--- config.mk ---
export PLATFORM = sky130hd
export DESIGN_NAME = iob_cls_arb
export DESIGN_NICKNAME = d
export VERILOG_FILES = /design/src/rtl/iob_cls_arb_pkg.sv /design/src/rtl/iob_cls_core.sv /design/src/rtl/iob_rr_arb.sv /design/src/rtl/iob_cls_arb.sv
export SDC_FILE = /design/constraint.sdc
export NUM_CORES = 1
export LEC_CHECK = 0
export CAP_MARGIN = 20
export CORE_ASPECT_RATIO = 0.6
export CORE_MARGIN = 2
export CORE_UTILIZATION = 40
export CTS_CLUSTER_DIAMETER = 40
export DETAILED_ROUTE_END_ITERATION = 7
export DONT_BUFFER_PORTS = 1
export GPL_TIMING_DRIVEN = 0
export HOLD_SLACK_MARGIN = 0.03
export RECOVER_POWER = 100
export REMOVE_ABC_BUFFERS = 1
export SLEW_MARGIN = 20
export SYNTH_ARGS = -nofsm -noshare
export SYNTH_HDL_FRONTEND = slang
export SYNTH_SLANG_ARGS = --single-unit
export TNS_END_PERCENT = 100
--- constraint.sdc ---
create_clock -name clk_i -period 29.6 [get_ports clk_i]
set_clock_uncertainty 0.2 [all_clocks]
set_input_delay 1.48 -clock clk_i [delete_from_list [all_inputs] [get_ports clk_i]]
set_output_delay 1.48 -clock clk_i [all_outputs]
set_load 0.01 [all_outputs]
--- src/rtl/iob_cls_arb_pkg.sv ---
// Shared definitions for the CLS normalization service: FSM encodings and
// width helpers used by the top level and the round-robin arbiter.
package iob_cls_arb_pkg;

  typedef enum logic [1:0] {
    ST_IDLE = 2'd0,
    ST_CALC = 2'd1,
    ST_RESP = 2'd2
  } state_e;

  function automatic int id_width(input int n);
    return (n > 1) ? $clog2(n) : 1;
  endfunction

  function automatic int cnt_width(input int w);
    return $clog2(w + 1);
  endfunction

endpackage

--- src/rtl/iob_cls_core.sv ---
// Combinational count-leading-signs core: number of bits below the MSB that
// match the MSB before the first differing bit (DATA_W-1 for all-0/all-1).
module iob_cls_core #(
  parameter int DATA_W = 32,
  parameter int CNT_W  = 6
) (
  input  logic [DATA_W-1:0] data_i,
  output logic [CNT_W-1:0]  count_o
);

  logic run;

  always_comb begin
    count_o = '0;
    run     = 1'b1;
    for (int i = DATA_W - 2; i >= 0; i--) begin
      if (run && (data_i[i] == data_i[DATA_W-1])) begin
        count_o = count_o + CNT_W'(1);
      end else begin
        run = 1'b0;
      end
    end
  end

endmodule

--- src/rtl/iob_rr_arb.sv ---
// Round-robin picker: first valid requester at or above ptr_i (mod N_REQ).
// Grant is one-hot when enabled and a request exists, otherwise zero.
module iob_rr_arb
  import iob_cls_arb_pkg::*;
#(
  parameter int N_REQ = 4,
  parameter int ID_W  = id_width(N_REQ)
) (
  input  logic [N_REQ-1:0] valid_i,
  input  logic [ID_W-1:0]  ptr_i,
  input  logic             en_i,
  output logic [N_REQ-1:0] grant_o,
  output logic [ID_W-1:0]  idx_o,
  output logic             found_o
);

  // Walk the offsets from farthest to nearest so the nearest valid wins.
  always_comb begin
    idx_o   = '0;
    found_o = 1'b0;
    for (int k = N_REQ - 1; k >= 0; k--) begin
      if (valid_i[(int'(ptr_i) + k) % N_REQ]) begin
        found_o = 1'b1;
        idx_o   = ID_W'((int'(ptr_i) + k) % N_REQ);
      end
    end
  end

  genvar gi;
  generate
    for (gi = 0; gi < N_REQ; gi++) begin : g_grant
      assign grant_o[gi] = en_i && found_o && (idx_o == ID_W'(gi));
    end
  endgenerate

endmodule

--- src/rtl/iob_cls_arb.sv ---
// Shared CLS normalization service: round-robin accept, one-cycle CLS and
// shift into registered result outputs, held until the result is taken.
module iob_cls_arb
  import iob_cls_arb_pkg::*;
#(
  parameter int DATA_W = 32,
  parameter int N_REQ  = 4,
  parameter int ID_W   = id_width(N_REQ)
) (
  input  logic                           clk_i,
  input  logic                           rst_i,
  input  logic [N_REQ-1:0]               req_valid_i,
  output logic [N_REQ-1:0]               req_ready_o,
  input  logic [N_REQ*DATA_W-1:0]        req_data_i,
  output logic                           res_valid_o,
  input  logic                           res_ready_i,
  output logic [ID_W-1:0]                res_id_o,
  output logic [cnt_width(DATA_W)-1:0]   res_count_o,
  output logic [DATA_W-1:0]              res_data_o,
  output logic                           busy_o
);

  localparam int CNT_W = cnt_width(DATA_W);

  state_e              state_q;
  logic [ID_W-1:0]     ptr_q, ptr_d;
  logic [ID_W-1:0]     id_q;
  logic [DATA_W-1:0]   op_q;
  logic                res_valid_q;
  logic [ID_W-1:0]     res_id_q;
  logic [CNT_W-1:0]    res_count_q;
  logic [DATA_W-1:0]   res_data_q, res_data_d;

  logic [N_REQ-1:0]    grant;
  logic [ID_W-1:0]     win_idx;
  logic                win_found;
  logic [DATA_W-1:0]   win_data;
  logic [CNT_W-1:0]    cls_count;

  // Reset gates the enable so no ready bit is raised during the reset cycle.
  iob_rr_arb #(.N_REQ(N_REQ), .ID_W(ID_W)) u_arb (
    .valid_i (req_valid_i),
    .ptr_i   (ptr_q),
    .en_i    ((state_q == ST_IDLE) && !rst_i),
    .grant_o (grant),
    .idx_o   (win_idx),
    .found_o (win_found)
  );

  iob_cls_core #(.DATA_W(DATA_W), .CNT_W(CNT_W)) u_cls (
    .data_i  (op_q),
    .count_o (cls_count)
  );

  assign win_data   = req_data_i[int'(win_idx)*DATA_W +: DATA_W];
  assign res_data_d = op_q << cls_count;

  always_comb begin
    ptr_d = '0;
    if (N_REQ > 1 && win_idx != ID_W'(N_REQ - 1)) begin
      ptr_d = win_idx + ID_W'(1);
    end
  end

  always_ff @(posedge clk_i) begin
    if (rst_i) begin
      state_q     <= ST_IDLE;
      ptr_q       <= '0;
      id_q        <= '0;
      op_q        <= '0;
      res_valid_q <= 1'b0;
      res_id_q    <= '0;
      res_count_q <= '0;
      res_data_q  <= '0;
    end else begin
      case (state_q)
        ST_IDLE: begin
          if (win_found) begin
            op_q    <= win_data;
            id_q    <= win_idx;
            ptr_q   <= ptr_d;
            state_q <= ST_CALC;
          end
        end
        ST_CALC: begin
          res_count_q <= cls_count;
          res_data_q  <= res_data_d;
          res_id_q    <= id_q;
          res_valid_q <= 1'b1;
          state_q     <= ST_RESP;
        end
        ST_RESP: begin
          if (res_ready_i) begin
            res_valid_q <= 1'b0;
            state_q     <= ST_IDLE;
          end
        end
        default: state_q <= ST_IDLE;
      endcase
    end
  end

  assign req_ready_o = grant;
  assign res_valid_o = res_valid_q;
  assign res_id_o    = res_id_q;
  assign res_count_o = res_count_q;
  assign res_data_o  = res_data_q;
  assign busy_o      = (state_q != ST_IDLE);

endmodule
==> impl_results.md, run 1 <==
- Status: finished with violations
- Failing checks: max-capacitance violations, max-slew violations
- Post-synth top area share: 16.10%
- Synth cell count leaders: nand2_1 (246), nor2_1 (143), a21oi_1 (112), dfxtp_1 (79), mux2i_1 (78)
- Post-DP Area: 10090 sq um
- Mapped Area: 9821 sq um
- Final worst path period share: approximately two thirds
- Worst flop-to-flop path endpoint: res_data_o[28]$_SDFFE_PP0P_
- Setup Viol. Count Final: 0
- Reg2reg setup slack: 10.17 ns
- Asr flop ratio synth: 0%
- Design Area, Final: a little over 10000 sq um
- Worst skew pair latency: 0.35 ns
- CTS root buffer: clkbuf_16
- Area Overhead vs Synth: 4.753%
- Avg Cell Area, Syn: 7.116 sq um
- CP Max Fanout: 75
- Layout cells sized above 1: around 6.8%
- DP Worst Slack: approximately 14 ns
- Simple-gate share of the synthesized area: between 20 and 30%
- Main combinational cell family by area after synthesis: simple AND/OR/NAND/NOR gates
- # resized after CTS: 0
- Worst vdd ir: 0.06301 mV
- Cells after synthesis: 1380
- Area leader, netlist: dfxtp_1
- First-pass GRT wire length: 46890 um
- Post-Route Setup TNS: 0 ns
- Max Slew Vio Count: 199
- Number of global-route vias before repair: 8748
- Minimum clock period: 19.43 ns
- Die ar.: 25860 sq um
- CP Data Required Time: 29.64 ns
- # IOs: 181
- Die Height: 125.4 um
- Initial antenna violation count: 0
- Number of max-cap violations: 4
- Synth Area in Adders: 4.179%
- Worst Setup EP: res_data_o[28]$_SDFFE_PP0P_
- Post-synthesis sequential area ratio: about 16%
- HP Class: flip-flop to flip-flop
- Vias after detailed routing: 9787
- Clock buffer depth: 2
- Largest net degree at the start of global routing: 76
- CTS clk-pin slew, worst paths: 0.07 ns
- Startpoint type of the worst setup path: flip-flop
- Relative slew slack: -124.5%
- Reg2reg path depth: 71
- Measured slew at the worst slew-check pin: 3.367 ns
- Antenna diode count: 0
- R2R Path Start: op_q[31]$_SDFFE_PP0P_
- Wire per inst: 18.04 um
- Power density over the cells: 141.3 nW/um^2
- CTS tree: built
- Final Non-Filler Cells: 1632
- Primary FF master, synth: dfxtp_1
- Final net count: 1472
- Final WL: 29440 um
- Most used cell, CP: ha_1
- Lkg Pwr: 0.004245 uW
- Final Power: 1454 uW
- Std-Cell Rows: 44
- RSZ-0062 raised after global routing: no
- CP Capture Type: flip-flop
- Top-count cell post-synth: nand2_1
- Endpoints failing hold: 0
- Starting DRT DRC Count: ~920
- Placed Cells: 1616
- CTS sink count: slightly below 80
- Routability cong.: 0.9607
- Overflow after GRT: 0
- Worst setup margin: 10.17 ns
- Post-DR vias/cell: approximately 6
- # port buffers: 0
- HPWL Detailed: 22970 um
- Synth area leaders: dfxtp_1 (16%), nand2_1 (9.4%), mux2i_1 (8.0%)
- CTS Hold Bufs: 0
- Core box area: 24170 sq um
- Number of synthesized flops with an enable pin: 0
- ANT nets after route: 0
- Crit path launch: op_q[31]$_SDFFE_PP0P_
- DRT Pass-1 Iters: 6
- WS Path Type: flip-flop to flip-flop
- Yosys warning total: 0
- GRT Resource Usage Total: 22.40%
- Synth Area in XOR/XNOR: just over 10%
- # DRC: 0
- Max stage delay cell, worst path: clkbuf_1
- Max Fclk: roughly 51 MHz
- Critical Path Max Stage Delay: 2.36 ns
- H-tree lvl count: 3
- CP Data Arrival Time: 19.47 ns
- Synth Register Bits: 79
- Die W: 206.3 um
- Cts bufs inserted: 9
- Setup bufs post-CTS: 0
- Compound-Gate Fraction of Synth Area: between 20% and 30%
- Multiplexer area fraction after synthesis: 10.36%
- Distinct cell type count after synthesis: a little over 100
- FILL cells: 2479
- Initial Util: 40.63%
## cells by family after synthesis
kind of cell | Yosys count
simple gates | 601
xor+xnor | 84
buf+inv | 131
compound gates | 354
fa+ha+maj | 33
mux | 98
flops | 79
## state kept, by name, indices dropped and copies added, names as in the netlist
| register | flops |
|---|---|
| ptr_q | 2 |
| res_id_o | 2 |
| res_valid_o | 1 |
| state_q | 2 |
| id_q | 2 |
| res_data_o | 32 |
| res_count_o | 6 |
| op_q | 32 |
## cells in the final DEF, fill, tap and decap left out, drive strengths merged, types with 8 or more instances in the layout
master | synthesis | layout
a211oi | 12 | 12
a21o | 8 | 8
a21oi | 113 | 113
a22o | 19 | 19
a311oi | 34 | 34
a31oi | 11 | 11
a32o | 15 | 15
and2 | 11 | 11
and3 | 47 | 47
buf | 28 | 8
clkbuf | 68 | 11
dfxtp | 79 | 79
ha | 32 | 32
inv | 35 | 37
mux2 | 19 | 19
mux2i | 79 | 79
nand2 | 248 | 248
nand2b | 18 | 18
nand3 | 32 | 32
nand3b | 8 | 8
nor2 | 145 | 145
nor2b | 11 | 11
nor3 | 26 | 26
o211ai | 11 | 11
o21a | 12 | 12
o21ai | 61 | 61
o22ai | 10 | 10
or2 | 9 | 9
or3 | 15 | 15
xnor2 | 48 | 48
xnor3 | 10 | 10
xor2 | 25 | 25
## layer usage
layer	track usage, %	up-vias	routed length (um)
li1	-	4818	-
met1	34.72	4570	15190
met2	31.76	371	11750
met3	4.406	28	2204
met4	4.034	0	297
met5	0	-	0
## worst max-delay path: cells and delay by family (launching register included)
family	cells	cell delay, ns
buffers and inverters	4	2.59
and+or+nand+nor	20	3.84
adders and majority gates	15	4.59
AOI/OAI and AO/OA	26	6.08
muxes	6	1.66
DFF	1	0.34
## cell type report
cell class	count	area [sq um]	share of cell area (%)
Multi-Input combinational cell	1170	7709	74.93
Inverter	35	131.4	1.277
Clock buffer	9	225.2	2.189
Tap cell	322	402.9	3.916
Clock inverter	7	90.09	0.8757
Timing Repair Buffer	10	143.9	1.399
Sequential cell	79	1585	15.41
## metrics by stage
step                      util [%]  hold WS, ns
after floorplan                  -       0.2262
after global placement       40.59       0.2409
after detailed placement     41.76       0.2446
after CTS                    43.06       0.2565
after global routing         42.57       0.2952
final                        42.57       0.2556
## power by group
| part | internal (uW) | leakage (uW) | switching [uW] |
|---|---|---|---|
| logic | 467 | 0.00344 | 689 |
| clock network | 67.2 | 0.000153 | 52.1 |
| registers | 133 | 0.000647 | 45.6 |
## worst min path at each step
stage	slack (ns)	startpoint	to	depth (start not counted)
floorplan	0.23	id_q[0]$_SDFFE_PP0P_	res_id_o[0]$_SDFFE_PP0P_	2
global placement	0.24	id_q[0]$_SDFFE_PP0P_	res_id_o[0]$_SDFFE_PP0P_	2
detailed placement	0.24	id_q[1]$_SDFFE_PP0P_	res_id_o[1]$_SDFFE_PP0P_	2
CTS	0.26	id_q[1]$_SDFFE_PP0P_	res_id_o[1]$_SDFFE_PP0P_	2
global route	0.30	id_q[0]$_SDFFE_PP0P_	res_id_o[0]$_SDFFE_PP0P_	2
finish	0.26	id_q[1]$_SDFFE_PP0P_	res_id_o[1]$_SDFFE_PP0P_	2
No activity file was read; power rests on OpenSTA's default activity.
==> inputs of run 2 (changes only) <==
- clock period: 29.6 -> 19.95 ns (I/O delays scaled with it)
==> run 2 against run 1 <==
The flow still finishes with violations (max-capacitance violations, max-slew violations). Flip-flop and latch count did not move. Core utilization up 0.072 points. Combinational power rose by 47%. Sequential share of layout area is 0.063 points lower. Total power increased by 48%. Critical path type unchanged. Critical endpoint unchanged. Highest routed layer unchanged.
==> impl_results.md, run 2 (synthesized netlist as in run 1, its figures left out) <==
- Status: finished with violations
- Failing checks: max-capacitance violations, max-slew violations
- HP Start: id_q[1]$_SDFFE_PP0P_
- Relative slew slack: -90.84%
- Setup Viol. Count Final: 0
- Overflow after GRT: 0
- Commonest cells after routing, fill and taps aside: nand2_1 (246), nor2_1 (142), a21oi_1 (112)
- Antenna diode count: 0
- Hold Path Stages: 2
- Worst hold slack: 0.2545 ns
- CTS Hold Bufs: 0
- Post-Route Setup TNS: 0 ns
- Reg2reg setup slack: 2.71 ns
- Clock buffer depth: 2
- GRT Resource Usage Total: 22.40%
- Worst path buffer plus inverter count: 3
- CP Capture Type: flip-flop
- CTS root buffer: clkbuf_16
- Die W: 206.3 um
- Endpoints failing hold: 0
- # port buffers: 0
- Hold endpoint: res_id_o[1]$_SDFFE_PP0P_
- Worst vdd ir: 0.09289 mV
- Core box area: 24170 sq um
- # resized after CTS: 0
- First-pass GRT wire length: around 47000 um
- Routability cong.: between 0.9 and 1
- Power density over the cells: 209.2 nW/um^2
- Number of global-route vias before repair: 8748
- FILL cells: between 2000 and 2500
- Cts bufs inserted: 9
- Vias after detailed routing: roughly 9800
- Area Overhead vs Synth: 4.931%
- Number of max-cap violations: 3
- Max Slew Vio Count: 123
- Largest delay share family, worst path: compound AO/OA/AOI/OAI gates
- Starting DRT DRC Count: 947
- Lkg Pwr: around 0.0043 uW
- CTS tree: built
- Critical Path Max Stage Delay: 1.69 ns
- Final WL: 29460 um
- Largest net degree at the start of global routing: 76
- Die Height: ~130 um
- # IOs: 181
- Final Power: around 2200 uW
- Most used cell, CP: ha_1
- Layout cells sized above 1: roughly 6.8%
- Reg2reg path depth: between 60 and 70
- Minimum clock period: 17.24 ns
- CTS clk-pin slew, worst paths: 0.07 ns
- CP Depth: 66
- Worst flop-to-flop path endpoint: res_data_o[28]$_SDFFE_PP0P_
- RSZ-0062 raised after global routing: no
- Max Fclk: 58.02 MHz
- ANT nets after route: 0
- # DRC: 0
- Std-Cell Rows: between 40 and 50
- Most common cell after layout, fill and taps aside: nand2_1
- DRT Pass-1 Iters: 5
- Post-DR vias/cell: approximately 6
- R2R Path Start: op_q[31]$_SDFFE_PP0P_
- CP Max Fanout: 75
- Max stage delay cell, worst path: a21oi_1
- Final net count: approximately 1500
- CP Data Arrival Time: roughly 17 ns
- Worst skew pair latency: around 0.36 ns
- CTS sink count: 79
- Setup bufs post-CTS: 0
- Measured slew at the worst slew-check pin: 2.863 ns
- HP Class: flip-flop to flip-flop
- Initial Util: 40.63%
- HPWL Detailed: around 23000 um
- Wire per inst: 18.05 um
- CP Data Required Time: approximately 20 ns
- Startpoint type of the worst setup path: flip-flop
- H-tree lvl count: 3
- WS Path Type: flip-flop to flip-flop
- Final worst path period share: between 80% and 90%
- Initial antenna violation count: 0
- Die ar.: 25860 sq um
==> run 2: metal layers <==
metal	vias up	part of all wire [%]	global-route usage, %
li1	4821	-	-
met1	4613	52	34.72
met2	351	40	31.76
met3	24	7.3	4.406
met4	0	1.0	4.034
met5	-	0	0
==> run 2: power breakdown <==
| group | leakage, uW | internal [uW] | total [uW] | switching (uW) |
|---|---|---|---|---|
| clock | 0.000153 | 99.7 | 177 | 77.3 |
| sequential | 0.000647 | 198 | 266 | 67.9 |
| combinational | 0.00346 | 693 | 1710 | 1020 |
| total | 0.00426 | 990 | 2160 | 1170 |
==> run 2: layout make-up <==
class                           count  area (sq um)  area share, %
Clock inverter                      7         90.09         0.8742
Timing Repair Buffer               10         167.7          1.627
Tap cell                          322         402.9          3.910
Multi-Input combinational cell   1170          7706          74.78
Sequential cell                    79          1582          15.35
Clock buffer                        9         225.2          2.186
Inverter                           35         131.4          1.275
==> run 2: worst register-to-register path, delay by kind of cell (launching register included) <==
kind	cells	cell delay (ns)
DFF	1	0.35
AOI/OAI and AO/OA	25	6.93
buffers and inverters	3	0.39
muxes	6	1.67
and+or+nand+nor	19	3.65
adders and majority gates	13	3.98
==> run 2: worst max-delay path by stage <==
stage	from	end
final	op_q[31]$_SDFFE_PP0P_	res_data_o[28]$_SDFFE_PP0P_
after CTS	op_q[31]$_SDFFE_PP0P_	res_data_o[26]$_SDFFE_PP0P_
after floorplan	op_q[31]$_SDFFE_PP0P_	res_data_o[26]$_SDFFE_PP0P_
after global routing	op_q[31]$_SDFFE_PP0P_	res_data_o[28]$_SDFFE_PP0P_
after global placement	op_q[31]$_SDFFE_PP0P_	res_data_o[26]$_SDFFE_PP0P_
after detailed placement	op_q[31]$_SDFFE_PP0P_	res_data_o[28]$_SDFFE_PP0P_
==> run 2: through the flow <==
step	util [%]	setup WS (ns)	std cells	cell area (sq um)
floorplan	-	4.363	1284	9408
global placement	40.59	1.329	1606	9811
detailed placement	41.76	4.489	1616	10090
CTS	43.06	4.429	1632	10410
global route	42.64	1.520	1632	10300
finish	42.64	2.714	1632	10300
